### src/rtl/shadow_copy_ctrl.sv
// Boot-time ROM-to-RAM shadow copier that owns the memory bridge until the copy
// finishes, then passes the CPU straight through to memory.
//
// state    | meaning
// ---------+---------------------------------------------------------
// ST_RD    | present ROM address {0,count}, memory drives bus
// ST_LATCH | same as ST_RD, capture Mem_DataIn into data register
// ST_WSETUP| present RAM address {1,count}, drive data, strobe idle
// ST_WSTRB | write strobe low for one cycle
// ST_WHOLD | strobe high, address/data held; advance or finish
// ST_DONE  | combinational CPU pass-through, wait for Copy_Start
module shadow_copy_ctrl #(
  parameter int COPY_WORDS = 32768
) (
  input  logic        clk,
  input  logic        reset,
  input  logic        Copy_Start,
  input  logic [15:0] Cpu_Addr,
  input  logic        Cpu_MemBridge_Load,
  input  logic        Cpu_MemBridge_Direction,
  input  logic        Cpu_Memory_Ack,
  input  logic [7:0]  Cpu_DataOut,
  input  logic        Cpu_DataDrive,
  input  logic [7:0]  Mem_DataIn,
  output logic [15:0] Mem_Addr,
  output logic        Mem_MemBridge_Load,
  output logic        Mem_MemBridge_Direction,
  output logic        Mem_Memory_Ack,
  output logic [7:0]  Mem_DataOut,
  output logic        Mem_DataDrive,
  output logic        Cpu_Hold,
  output logic        Copy_Done,
  output logic [14:0] Copy_Count
);

  typedef enum logic [2:0] {
    ST_RD, ST_LATCH, ST_WSETUP, ST_WSTRB, ST_WHOLD, ST_DONE
  } state_t;

  localparam logic [14:0] LAST_IDX = 15'(COPY_WORDS - 1);

  state_t      state_q, state_d;
  logic [14:0] count_q, count_d;
  logic [7:0]  data_q, data_d;

  always_ff @(posedge clk or posedge reset) begin
    if (reset) begin
      state_q <= ST_RD;
      count_q <= '0;
      data_q  <= '0;
    end else begin
      state_q <= state_d;
      count_q <= count_d;
      data_q  <= data_d;
    end
  end

  always_comb begin
    state_d                 = state_q;
    count_d                 = count_q;
    data_d                  = data_q;
    Mem_Addr                = {1'b0, count_q};
    Mem_MemBridge_Load      = 1'b1;
    Mem_MemBridge_Direction = 1'b1;
    Mem_Memory_Ack          = 1'b1;
    Mem_DataOut             = data_q;
    Mem_DataDrive           = 1'b0;
    Cpu_Hold                = 1'b1;
    Copy_Done               = 1'b0;

    case (state_q)
      ST_RD: begin
        state_d = ST_LATCH;
      end
      ST_LATCH: begin
        data_d  = Mem_DataIn;
        state_d = ST_WSETUP;
      end
      ST_WSETUP, ST_WSTRB, ST_WHOLD: begin
        Mem_Addr                = {1'b1, count_q};
        Mem_MemBridge_Direction = 1'b0;
        Mem_DataDrive           = 1'b1;
        if (state_q == ST_WSETUP) begin
          state_d = ST_WSTRB;
        end else if (state_q == ST_WSTRB) begin
          Mem_MemBridge_Load = 1'b0;
          state_d            = ST_WHOLD;
        end else if (count_q == LAST_IDX) begin
          // Compare before incrementing so a full 32768-byte copy never wraps.
          state_d = ST_DONE;
        end else begin
          count_d = count_q + 15'd1;
          state_d = ST_RD;
        end
      end
      ST_DONE: begin
        Mem_Addr                = Cpu_Addr;
        Mem_MemBridge_Load      = Cpu_MemBridge_Load;
        Mem_MemBridge_Direction = Cpu_MemBridge_Direction;
        Mem_Memory_Ack          = Cpu_Memory_Ack;
        Mem_DataOut             = Cpu_DataOut;
        Mem_DataDrive           = Cpu_DataDrive;
        Cpu_Hold                = 1'b0;
        Copy_Done               = 1'b1;
        if (Copy_Start) begin
          count_d = '0;
          state_d = ST_RD;
        end
      end
      default: begin
        state_d = ST_RD;
        count_d = '0;
      end
    endcase
  end

  assign Copy_Count = count_q;

endmodule

### config.mk
export PLATFORM = sky130hd
export DESIGN_NAME = shadow_copy_ctrl
export DESIGN_NICKNAME = d
export VERILOG_FILES = /design/src/rtl/shadow_copy_ctrl.sv
export SDC_FILE = /design/constraint.sdc
export NUM_CORES = 1
export LEC_CHECK = 0
export CORE_UTILIZATION = 34
export DETAILED_ROUTE_END_ITERATION = 16
export HOLD_SLACK_MARGIN = 0.1
export PLACE_DENSITY = 0.69
export SYNTH_ARGS = -nofsm -noshare
export SYNTH_HDL_FRONTEND = slang
export SYNTH_SLANG_ARGS = --single-unit
export TNS_END_PERCENT = 30
### constraint.sdc
create_clock -name clk -period 3.6 [get_ports clk]
set_input_delay 0.72 -clock clk [delete_from_list [all_inputs] [get_ports clk]]
set_output_delay 0.72 -clock clk [all_outputs]
set_load 0.02 [all_outputs]
==> results_dict.tcl, run 1 <==
set metrics [dict create \
    rsz0062_at_grt "false" \
    diodes 0 \
    skew_ps 7.342 \
    synth_common_cells "83 x nand2_1, 26 x dfrtp_1, 14 x nor2_1" \
    core_area_um2 4786 \
    startpoint_type "flip-flop" \
    area_delta_synth_final_pct 53.53 \
    numPortBuffers 83 \
    total_leakage_power_nw 1.114 \
    dr.pass1.iters 4 \
    grt_max_degree 28 \
    synth_edf_count 0 \
    yosysTopAreaCell "dfrtp_1" \
    p_per_area_nw_per_um2 555.2 \
    clk_path_buf_depth 2 \
    wl_per_cell_um 12.67 \
    peakVddDrop_v 0.0002881 \
    synth_top_area_frac 0.3787 \
    clock.fmax_mhz 333.2 \
    netlist_instances 217 \
    pwr-share-seq 0.308 \
    post_synth.cell_area_avg_um2 7.917 \
    layout.nets 336 \
    drive_gt1_frac 0.1017 \
    dp_hpwl_um 3336 \
    cts.repair.resized 0 \
    drc 0 \
    synthesis.area_um2 1718 \
    required_ps 2880 \
    numCtsBuffers 3 \
    final_antenna_net_count 0 \
    ios 84 \
    syn-num-nets 257 \
    synth_seq_cells 26 \
    grt-ovfl-total 0 \
    cp.arrival_ps 2280 \
    max_slew_margin 0.3416 \
    antenna_found_initial 0 \
    fin_tns_setup_ps 0 \
    initial_core_util 0.3590 \
    cts_sinks 26 \
    h-tree-depth 1 \
    seq_area_frac_synth 0.3787 \
    die_h_um 73.08 \
    async_reset_ff_frac 1.000 \
    insertion_delay_ps 280 \
    vias_per_cell 4.743 \
    dr.first_iter.drc_count 75 \
    vias 1717 \
    grt.total_usage 0.1809 \
    maxCapViolCount 0 \
    hp-class "reg2reg" \
    cts_tree "done" \
    finalSetupViolations 0 \
    p_comb_frac 0.561 \
    end_kind "output port" \
    internal_power_uw 871.0 \
    crit_type "reg2out" \
    maxSlewViolCount 0 \
    core.rowCount 25 \
    ys.flop_type "dfrtp_1" \
    cts_setup_buffers 0 \
    grt_pass1_wl_um 7479 \
    whs_ps 513.3 \
    synthDistinctLibCells 41 \
    tightest_slew_ps 986.5 \
    switching_power_uw 593.3 \
    hold_buffers 0 \
    cts_root_buf "clkbuf_8" \
    p_clk_frac 0.132 \
    drt_wl_total_um 4588 \
    period_minus_slack_ps 3001 \
    synth_warnings 0 \
    gp_congestion 0.8653 \
    grt_pass1_vias 1531 \
    swShare 0.4052 \
    status "completed" \
    synth_area_leaders "dfrtp_1 38%, nand2_1 18%, mux2_2 5.9%, nor2_1 3.1%, o21ai_0 2.6%" \
    yosysMostFrequentCell "nand2_1" \
    finalHoldViolCount 0 \
    period_share 0.8336 \
    crit_path_max_fanout 26 \
    clk_pin_slew_worst_paths_ps 90 \
    dieArea_um2 5341 \
    dieWidth_um 73.08 \
]
## cell families after synthesis
family,after synthesis,synth area share
flip-flops,26,0.3787
XOR/XNOR,6,0.03059
AO/OA/AOI/OAI,29,0.1202
adder cells (fa/ha/maj),1,0.007282
multiplexers,9,0.05900
AND/OR/NAND/NOR,131,0.3598
buffers and inverters,15,0.04443
## per-layer routing
metal / track usage / up-vias / part of all wire
met1: 0.2550 / 781 / 0.49
met5: 0 / - / 0
met3: 0.03039 / 5 / 0.055
li1: - / 888 / -
met4: 0.04575 / 0 / 0.0085
met2: 0.2870 / 43 / 0.45
## cell usage in the layout (no fill, tap or decap), drive strengths merged
cell type	synthesis	layout
o31ai	1	1
ha	1	1
xnor2	5	5
nor3	6	6
or2	1	1
nand3	5	5
o21ai	11	11
clkbuf	4	4
and2b	1	1
clkdlybuf4s50	0	83
and4	2	2
a211oi	2	2
o22ai	1	1
inv	5	5
or3b	1	1
a31oi	2	2
dfrtp	26	26
nor2	14	14
o2111ai	2	2
nand2	84	84
a21oi	7	7
and2	1	1
mux2	9	9
nand2b	1	1
nand4	2	2
buf	6	1
xor2	1	1
and3	6	6
nor3b	3	3
o21bai	1	1
a41oi	1	1
or3	4	4
o2111a	1	1
## registers in the layout, indices dropped and copies added, names as in the netlist
name	count
Copy_Count	15
state_q	3
data_q	8
## per-stage QoR
step	cells	power (mW)	instance area, um2	util	setup slack (ps)
3_3_place_gp	358	1.275	2582	0.5396	923.5
4_1_cts	362	1.477	2638	0.5511	588.2
6_report	362	1.464	2638	0.5511	599.0
2_1_floorplan	217	0.9536	1718	-	1366
5_1_grt	362	1.570	2638	0.5511	465.8
3_5_place_dp	358	1.281	2582	0.5396	900.2
## area by class of cell
| type | instances | area, um2 |
|---|---|---|
| inverter | 5 | 18.77 |
| tap | 67 | 83.83 |
| clock buffer | 4 | 55.05 |
| sequential | 26 | 650.6 |
| multi-input combinational | 176 | 991.0 |
| fill | 462 | 2148 |
| timing repair buffer | 84 | 838.3 |
## path summary, 6_finish.rpt
path	startpoint	endpoint	slack (ps)	cells after the start
max	state_q[0]	Mem_MemBridge_Direction	600	4
min	data_q[5]	data_q[5]	510	1
max reg2reg	state_q[1]	Copy_Count[8]	1690	5
min reg2reg	data_q[5]	data_q[5]	510	1
max in group asynchronous	reset	data_q[7]	2030	2
min in group asynchronous	reset	Copy_Count[11]	970	2
## power by group through the flow
| stage | Combinational [mW] | Sequential [mW] | Clock [mW] |
|---|---|---|---|
| floorplan | 0.533 | 0.420 | 0 |
| global placement | 0.824 | 0.451 | 0 |
| finish | 0.821 | 0.450 | 0.193 |
| CTS | 0.831 | 0.449 | 0.197 |
| global route | 0.895 | 0.467 | 0.208 |
| detailed placement | 0.826 | 0.456 | 0 |
## worst max-delay path, stage by stage (launching register included)
cell	delay (ps)
dfrtp_1	510
nor3b_4	210
inv_2	360
mux2_2	390
clkdlybuf4s50_1	530
No activity file was read; power rests on OpenSTA's default activity.
==> inputs of run 2 (changes only) <==
Settings changed: PLACE_DENSITY 0.69 to 0.72.
Clock period 3.6 ns to 2.5 ns, I/O delays scaled along.
==> run 2 against run 1 <==
Flip-flop and latch count is the same. Via count increased by 4.2%. First-iteration DRC count up 2.7%. Combinational power up 40%. Largest power group unchanged.
==> results_dict.tcl, run 2 (same netlist as run 1, synthesis figures left out) <==
set metrics [dict create \
    grt_max_degree 28 \
    gp_congestion 0.8555 \
    crit_path_max_fanout 26 \
    cp.arrival_ps 1900 \
    startpoint_type "flip-flop" \
    worstReg2RegStart "state_q[0]" \
    p_clk_frac 0.163 \
    drc 0 \
    largest_reg_flops 15 \
    final_cell_mix "83 x nand2_1, 55 x clkdlybuf4s50_1, 24 x dfrtp_1, 24 x dlygate4sd2_1, 14 x nor2_1" \
    cts_sinks 26 \
    grt.total_usage 0.1804 \
    initial_core_util 0.3590 \
    finalSetupViolations 0 \
    layout.nets 341 \
    swShare 0.4079 \
    core.rowCount 25 \
    fin_util 0.5631 \
    area_delta_synth_final_pct 56.88 \
    pwr-share-seq 0.300 \
    grt-ovfl-total 0 \
    period_minus_slack_ps 2395 \
    ios 84 \
    dr.pass1.iters 4 \
    drt_wl_total_um 4652 \
    crit_type "reg2out" \
    dp_hpwl_um 3374 \
    wl_per_cell_um 12.68 \
    h-tree-depth 1 \
    finalHoldViolCount 0 \
    final_antenna_net_count 0 \
    final_common_cell "nand2_1" \
    vias_per_cell 4.875 \
    p_comb_frac 0.536 \
    cts_setup_buffers 0 \
    numPortBuffers 83 \
    maxCapViolCount 0 \
    max_slew_margin 0.5260 \
    min_from "data_q[2]" \
    die_h_um 73.08 \
    crit_path_start "state_q[1]" \
    internal_power_mw 1.267 \
    period_share 0.9582 \
    numCtsBuffers 3 \
    required_ps 2000 \
    dr.first_iter.drc_count 77 \
    clk_pin_slew_worst_paths_ps 90 \
    rsz0062_at_grt "false" \
    total_leakage_power_nw 1.293 \
    cts_root_buf "clkbuf_8" \
    clock.fmax_mhz 417.5 \
    drive_gt1_frac 0.1233 \
    grt_pass1_vias 1674 \
    cts_tree "done" \
    whs_ps 516.5 \
    antenna_found_initial 0 \
    clk_path_buf_depth 2 \
    insertion_delay_ps 270 \
    tightest_slew_ps 707.9 \
    vias 1789 \
    dieWidth_um 73.08 \
    skew_ps 4.588 \
    p_per_area_nw_per_um2 794.3 \
    fill_cells 451 \
    end_kind "output port" \
    peakVddDrop_v 0.0003026 \
    maxSlewViolCount 0 \
    status "completed" \
    power_mw 2.141 \
    hp-class "reg2reg" \
    grt_pass1_wl_um 7631 \
    switching_power_uw 873.2 \
    diodes 0 \
    core_area_um2 4786 \
    dieArea_um2 5341 \
]
[run 2: changes by cell type in the layout (fill, tap and decap cells not counted), sizes merged]
cell           before  now
clkbuf              4    3
dlygate4sd2         0   24
dlymetal6s2s        0    4
bufinv              0    1
buf                 1    6
clkdlybuf4s50      83   55
[run 2: through the flow]
stage                     std cells  area (um2)  TNS, ps  setup WS [ps]
after floorplan                 217        1718        0          485.8
after global placement          363        2620        0          116.0
after detailed placement        363        2620        0          69.91
after CTS                       367        2685   -149.1         -62.13
after global routing            367        2695        0          4.906
final                           367        2695        0          104.6
[run 2: final timing paths]
kind                                        to  slack, ps  cells past startpoint
min in group asynchronous            data_q[1]        560                      3
worst max register to register   Copy_Count[8]        620                      7
worst min register to register       data_q[2]        520                      1
max in group asynchronous           state_q[0]       1660                      3
worst max-delay path            Mem_Memory_Ack        100                      4
worst min-delay path                 data_q[2]        520                      1
[run 2: cell type report]
cell class              count  area, um2  share of cell area
well taps                  67      83.83             0.03110
inverters                   5      21.27            0.007892
clock inverters             1      30.03             0.01114
multi-input cells         176      997.2              0.3700
repair buffers             89      868.3              0.3222
clock buffers               3      41.29             0.01532
flip-flops and latches     26      653.1              0.2423
[run 2: power by group through the flow]
| stage | logic, mW | clock network [mW] | registers [mW] |
|---|---|---|---|
| floorplan | 0.768 | 0 | 0.605 |
| global placement | 1.24 | 0 | 0.628 |
| detailed placement | 1.25 | 0 | 0.638 |
| CTS | 1.16 | 0.360 | 0.639 |
| global route | 1.25 | 0.373 | 0.660 |
| finish | 1.15 | 0.350 | 0.642 |
[run 2: layer usage]
metal  GRT usage  up-vias  wire (um)
li1            -      897          -
met1      0.2318      825       2063
met2      0.3138       63       2218
met3     0.03867        4        339
met4     0.03050        0         30
met5           0        -          0
[run 2: critical path, stage by stage (launching register included)]
cell,delay (ps)
dfrtp_2,510
nor3b_4,310
inv_4,180
or2_2,300
dlygate4sd2_1,320
[run 2: repair_timing]
action,4_1_cts,5_1_grt
pin swaps,0,0
hold buffers,0,0
gates resized for setup,31,4
setup endpoints to repair,29,4
==> inputs of run 3 (changes only) <==
Settings changed: ABC_AREA set to 0.
==> results of run 3 <==
No change in the layout: final DEF, timing and power equal those of run 2.
==> RTL change 1 (config.mk and constraints of run 3) <==
Register the output `Copy_Count` once more, cleared by the reset; this adds one clock of latency there. The other outputs are not delayed to match.
--- a/src/rtl/shadow_copy_ctrl.sv
+++ b/src/rtl/shadow_copy_ctrl.sv
@@ -116,3 +116,9 @@
 
-  assign Copy_Count = count_q;
+  always_ff @(posedge clk or posedge reset) begin
+    if (reset) begin
+      Copy_Count <= '0;
+    end else begin
+      Copy_Count <= count_q;
+    end
+  end
 
Check against the original RTL: not equivalent (a bounded check fails within 10 cycles, from zero or initial values and one cycle with reset high).
==> RTL change 1 against run 3 <==
Via count is 8.7% higher; final cell count is 8.2% higher; design area is 16% higher; sequential cell count is 15 higher; total power is 20% higher; synthesized area is 24% higher; highest routed layer unchanged; synthesized cell count is 8.8% higher; fmax is 1.3% lower; routed wire length is 11% higher; worst setup slack worse by 0.031 ns; non-clock buffer count is 6 higher; sequential power is 43% higher; die area is 23% higher; critical path type unchanged; largest cell class is now registers; clock skew is 0.0011 ns higher.
==> RTL change 1: results (changes against run 3) <==
Status: completed (unchanged)
Synth Area in XOR/XNOR: 0.411% (was 3.06%)
DP Area: 3070 um^2 (was 2620 um^2)
Global routing usage on met1: 20.6% (was 23.2%)
DR WL met3: 278 um (was 339 um)
GP Congestion: 0.832 (was 0.856)
Sequential fraction of the synthesis area: 48.2% (was 37.9%)
Clk_skew: 0.00573 ns (was 0.00459 ns)
Post-Synth Adder-Cell Area: 0.588% (was 0.728%)
P_seq: 0.000916 W (was 0.000642 W)
Sw frac: 38.4% (was 40.8%)
Clock transition at path regs: 0.07 ns (was 0.09 ns)
Worst slew margin: 65.6% (was 52.6%)
WHS Endpoint: Copy_Count[14] (was data_q[2])
Pwr Total: 0.00258 W (was 0.00214 W)
Min-delay src: count_q[14] (was data_q[2])
Crit-path leading delay family: buffers and inverters (was simple AND/OR/NAND/NOR gates)
First-pass GRT wire length: 8330 um (was 7630 um)
Drt total wl: 5170 um (was 4650 um)
Share of cells above drive strength 1: 10.2% (was 12.3%)
Resized Gates After CTS: 26 (was 31)
H-tree levels: 2 (was 1)
M3 GR Usage: 3.15% (was 3.87%)
Vias in the first global route: 1786 (was 1674)
Max stage delay on crit path: 0.63 ns (was 0.51 ns)
Largest net degree at the start of global routing: 42 (was 28)
Met2 track demand over resource: 29.0% (was 31.4%)
Vias after detailed routing: 1945 (was 1789)
Reg2Reg Depth: 5 (was 7)
Reg2reg setup slack: 0.53 ns (was 0.62 ns)
Clk pwr share: 16.9% (was 16.3%)
Worst reg2reg path endpoint: count_q[13] (was Copy_Count[8])
TritonCTS Buffers: 5 (was 3)
Met2 wire len: 2550 um (was 2220 um)
[RTL change 1: changes by cell type in the layout (fill, tap and decap cells not counted), moves of 3 or more]
cell and change:
dlymetal6s2s_1 -3, dfrtp_1 +16, nand4_1 +3, nand2b_1 +12, buf_4 +6, clkbuf_8 +3, nor2_1 -13, o21ai_0 -4
or3_1 -4, xnor2_1 -4, mux2i_1 +9
[RTL change 1: metrics by stage]
stage	hold WS (ns)	instances	setup slack, ns	utilization (%)
final	0.389	397	0.0740	52.3
after global routing	0.406	397	0.00187	52.3
after CTS	0.392	397	0.0794	52.3
after detailed placement	0.375	390	0.165	51.3
after global placement	0.364	390	0.193	51.3
after floorplan	0.354	236	0.393	-
[RTL change 1: cell type report]
class | count | area, um^2
Clock inverter | 1 | 7.51
Multi-Input combinational cell | 173 | 996
Timing Repair Buffer | 95 | 905
Tap cell | 75 | 93.8
Inverter | 6 | 22.5
Sequential cell | 41 | 1030
Clock buffer | 6 | 82.6
Fill cell | 563 | 2860
==> RTL change 2 (config.mk and constraints of run 3) <==
Made on the original files. `COPY_WORDS`: 32768 -> 24576.
--- a/src/rtl/shadow_copy_ctrl.sv
+++ b/src/rtl/shadow_copy_ctrl.sv
@@ -12,3 +12,3 @@
 module shadow_copy_ctrl #(
-  parameter int COPY_WORDS = 32768
+  parameter int COPY_WORDS = 24576
 ) (
Formal check against the unedited RTL: same outputs for any inputs over 10 cycles, from zero or initial values and one cycle with reset high; that may be too few to reach the edited logic, so the function may still have changed.
==> RTL change 2 against run 3 <==
Sequential cell count is the same; critical path depth grew 1; first-iteration DRC count grew 52%; hold slack lost 0.0029 ns; worst setup slack lost 0.037 ns; synthesized cell count grew 1.8%; die area grew 9.0%; synthesized area grew 9.2%; count of clock-buffer cells in the layout is the same; design area grew 3.8%; non-clock buffer count grew 4; routed wire length grew 2.8%.
Power is not compared: it rests on default switching activity, and its combinational part moved more than twofold at a synthesized area within 25%.
==> RTL change 2: results (changes against run 3) <==
Status: completed (unchanged)
GRT Total Usage: 16.7% (was 18.0%)
Fmax: 411 MHz (was 417 MHz)
DP Area: 2750 um^2 (was 2620 um^2)
CP Data Arrival Time: 1.93 ns (was 1.90 ns)
Reg2Reg Depth: 5 (was 7)
Post-synth cell types: 46 (was 41)
Placed Cells: 369 (was 363)
DP Wirelength: 3560 um (was 3370 um)
Vias in the first global route: 1778 (was 1674)
Synth top area cells: dfrtp_1 35%, nand2_1 16%, mux2i_1 4.8%, mux2_2 4.8%, buf_6 4.2% (was dfrtp_1 38%, nand2_1 18%, mux2_2 5.9%, nor2_1 3.1%, o21ai_0 2.6%)
Fin nets: 344 (was 341)
Sequential fraction of the synthesis area: 34.7% (was 37.9%)
CP Max Fanout: 16 (was 26)
First-pass GRT wire length: 8110 um (was 7630 um)
Tightest Pin Transition: 0.620 ns (was 0.708 ns)
Crit-path slowest cell: clkdlybuf4s50_1 (was dfrtp_2)
Wire per inst: 12.8 um (was 12.7 um)
Synth top cells by count: 79 x nand2_1, 26 x dfrtp_1, 11 x nand2b_1 (was 83 x nand2_1, 26 x dfrtp_1, 14 x nor2_1)
Clk_skew: 0.00116 ns (was 0.00459 ns)
Worst setup startpoint: state_q[2] (was state_q[1])
Pre-CTS setup slack: 0.229 ns (was 0.0699 ns)
Compound-Gate Fraction of Synth Area: 13.1% (was 12.0%)
Mapped Avg Cell Area: 8.49 um^2 (was 7.92 um^2)
Post-Synth Adder-Cell Area: 0.667% (was 0.728%)
Resized Gates After CTS: 25 (was 31)
Largest net degree at the start of global routing: 27 (was 28)
Synth Area in XOR/XNOR: 0.467% (was 3.06%)
RTL change 2: cell types whose count changed after synthesis, moves of 5 or more:
| cell | delta |
|---|---|
| nand4_1 | +5 |
| mux2i_1 | +9 |
| nand2b_1 | +10 |
| buf_6 | +5 |
| nor2_1 | -12 |
RTL change 2: power groups by stage:
stage	logic (W)	registers, W	clock network [W]
after floorplan	0.0000268	0.000437	0
after global placement	0.000102	0.000438	0
after detailed placement	0.000103	0.000438	0
after CTS	0.0000989	0.000430	0.000359
after global routing	0.000106	0.000431	0.000375
final	0.0000976	0.000430	0.000352
RTL change 2: layout make-up:
class	instances	area [um^2]
fillers	493	2410
multi-input cells	175	1080
repair buffers	93	883
flip-flops and latches	26	651
well taps	70	87.6
clock buffers	3	41.3
clock inverters	1	30.0
inverters	5	18.8
RTL change 2: how the worst min path moves through the flow:
stage	depth (start not counted)	startpoint	to	slack (ns)
2_1_floorplan	1	data_q[0]	data_q[0]	0.48
6_report	1	data_q[3]	data_q[3]	0.51
3_3_place_gp	1	data_q[1]	data_q[1]	0.49
3_5_place_dp	1	data_q[1]	data_q[1]	0.50
5_1_grt	1	data_q[0]	data_q[0]	0.54
4_1_cts	1	data_q[3]	data_q[3]	0.52
RTL change 2: layer usage:
metal | track usage (%) | up-vias | part of all wire [%]
met4 | 4.04 | 0 | 0.56
met5 | 0 | - | 0
met2 | 28.7 | 70 | 47
met3 | 2.75 | 2 | 6.4
li1 | - | 925 | -
met1 | 21.8 | 848 | 46
RTL change 2: worst max-delay path, delay by kind of cell (launching register included):
| family | cells | cell delay [ns] |
|---|---|---|
| buf+inv | 2 | 0.79 |
| flops | 1 | 0.43 |
| simple gates | 3 | 0.45 |
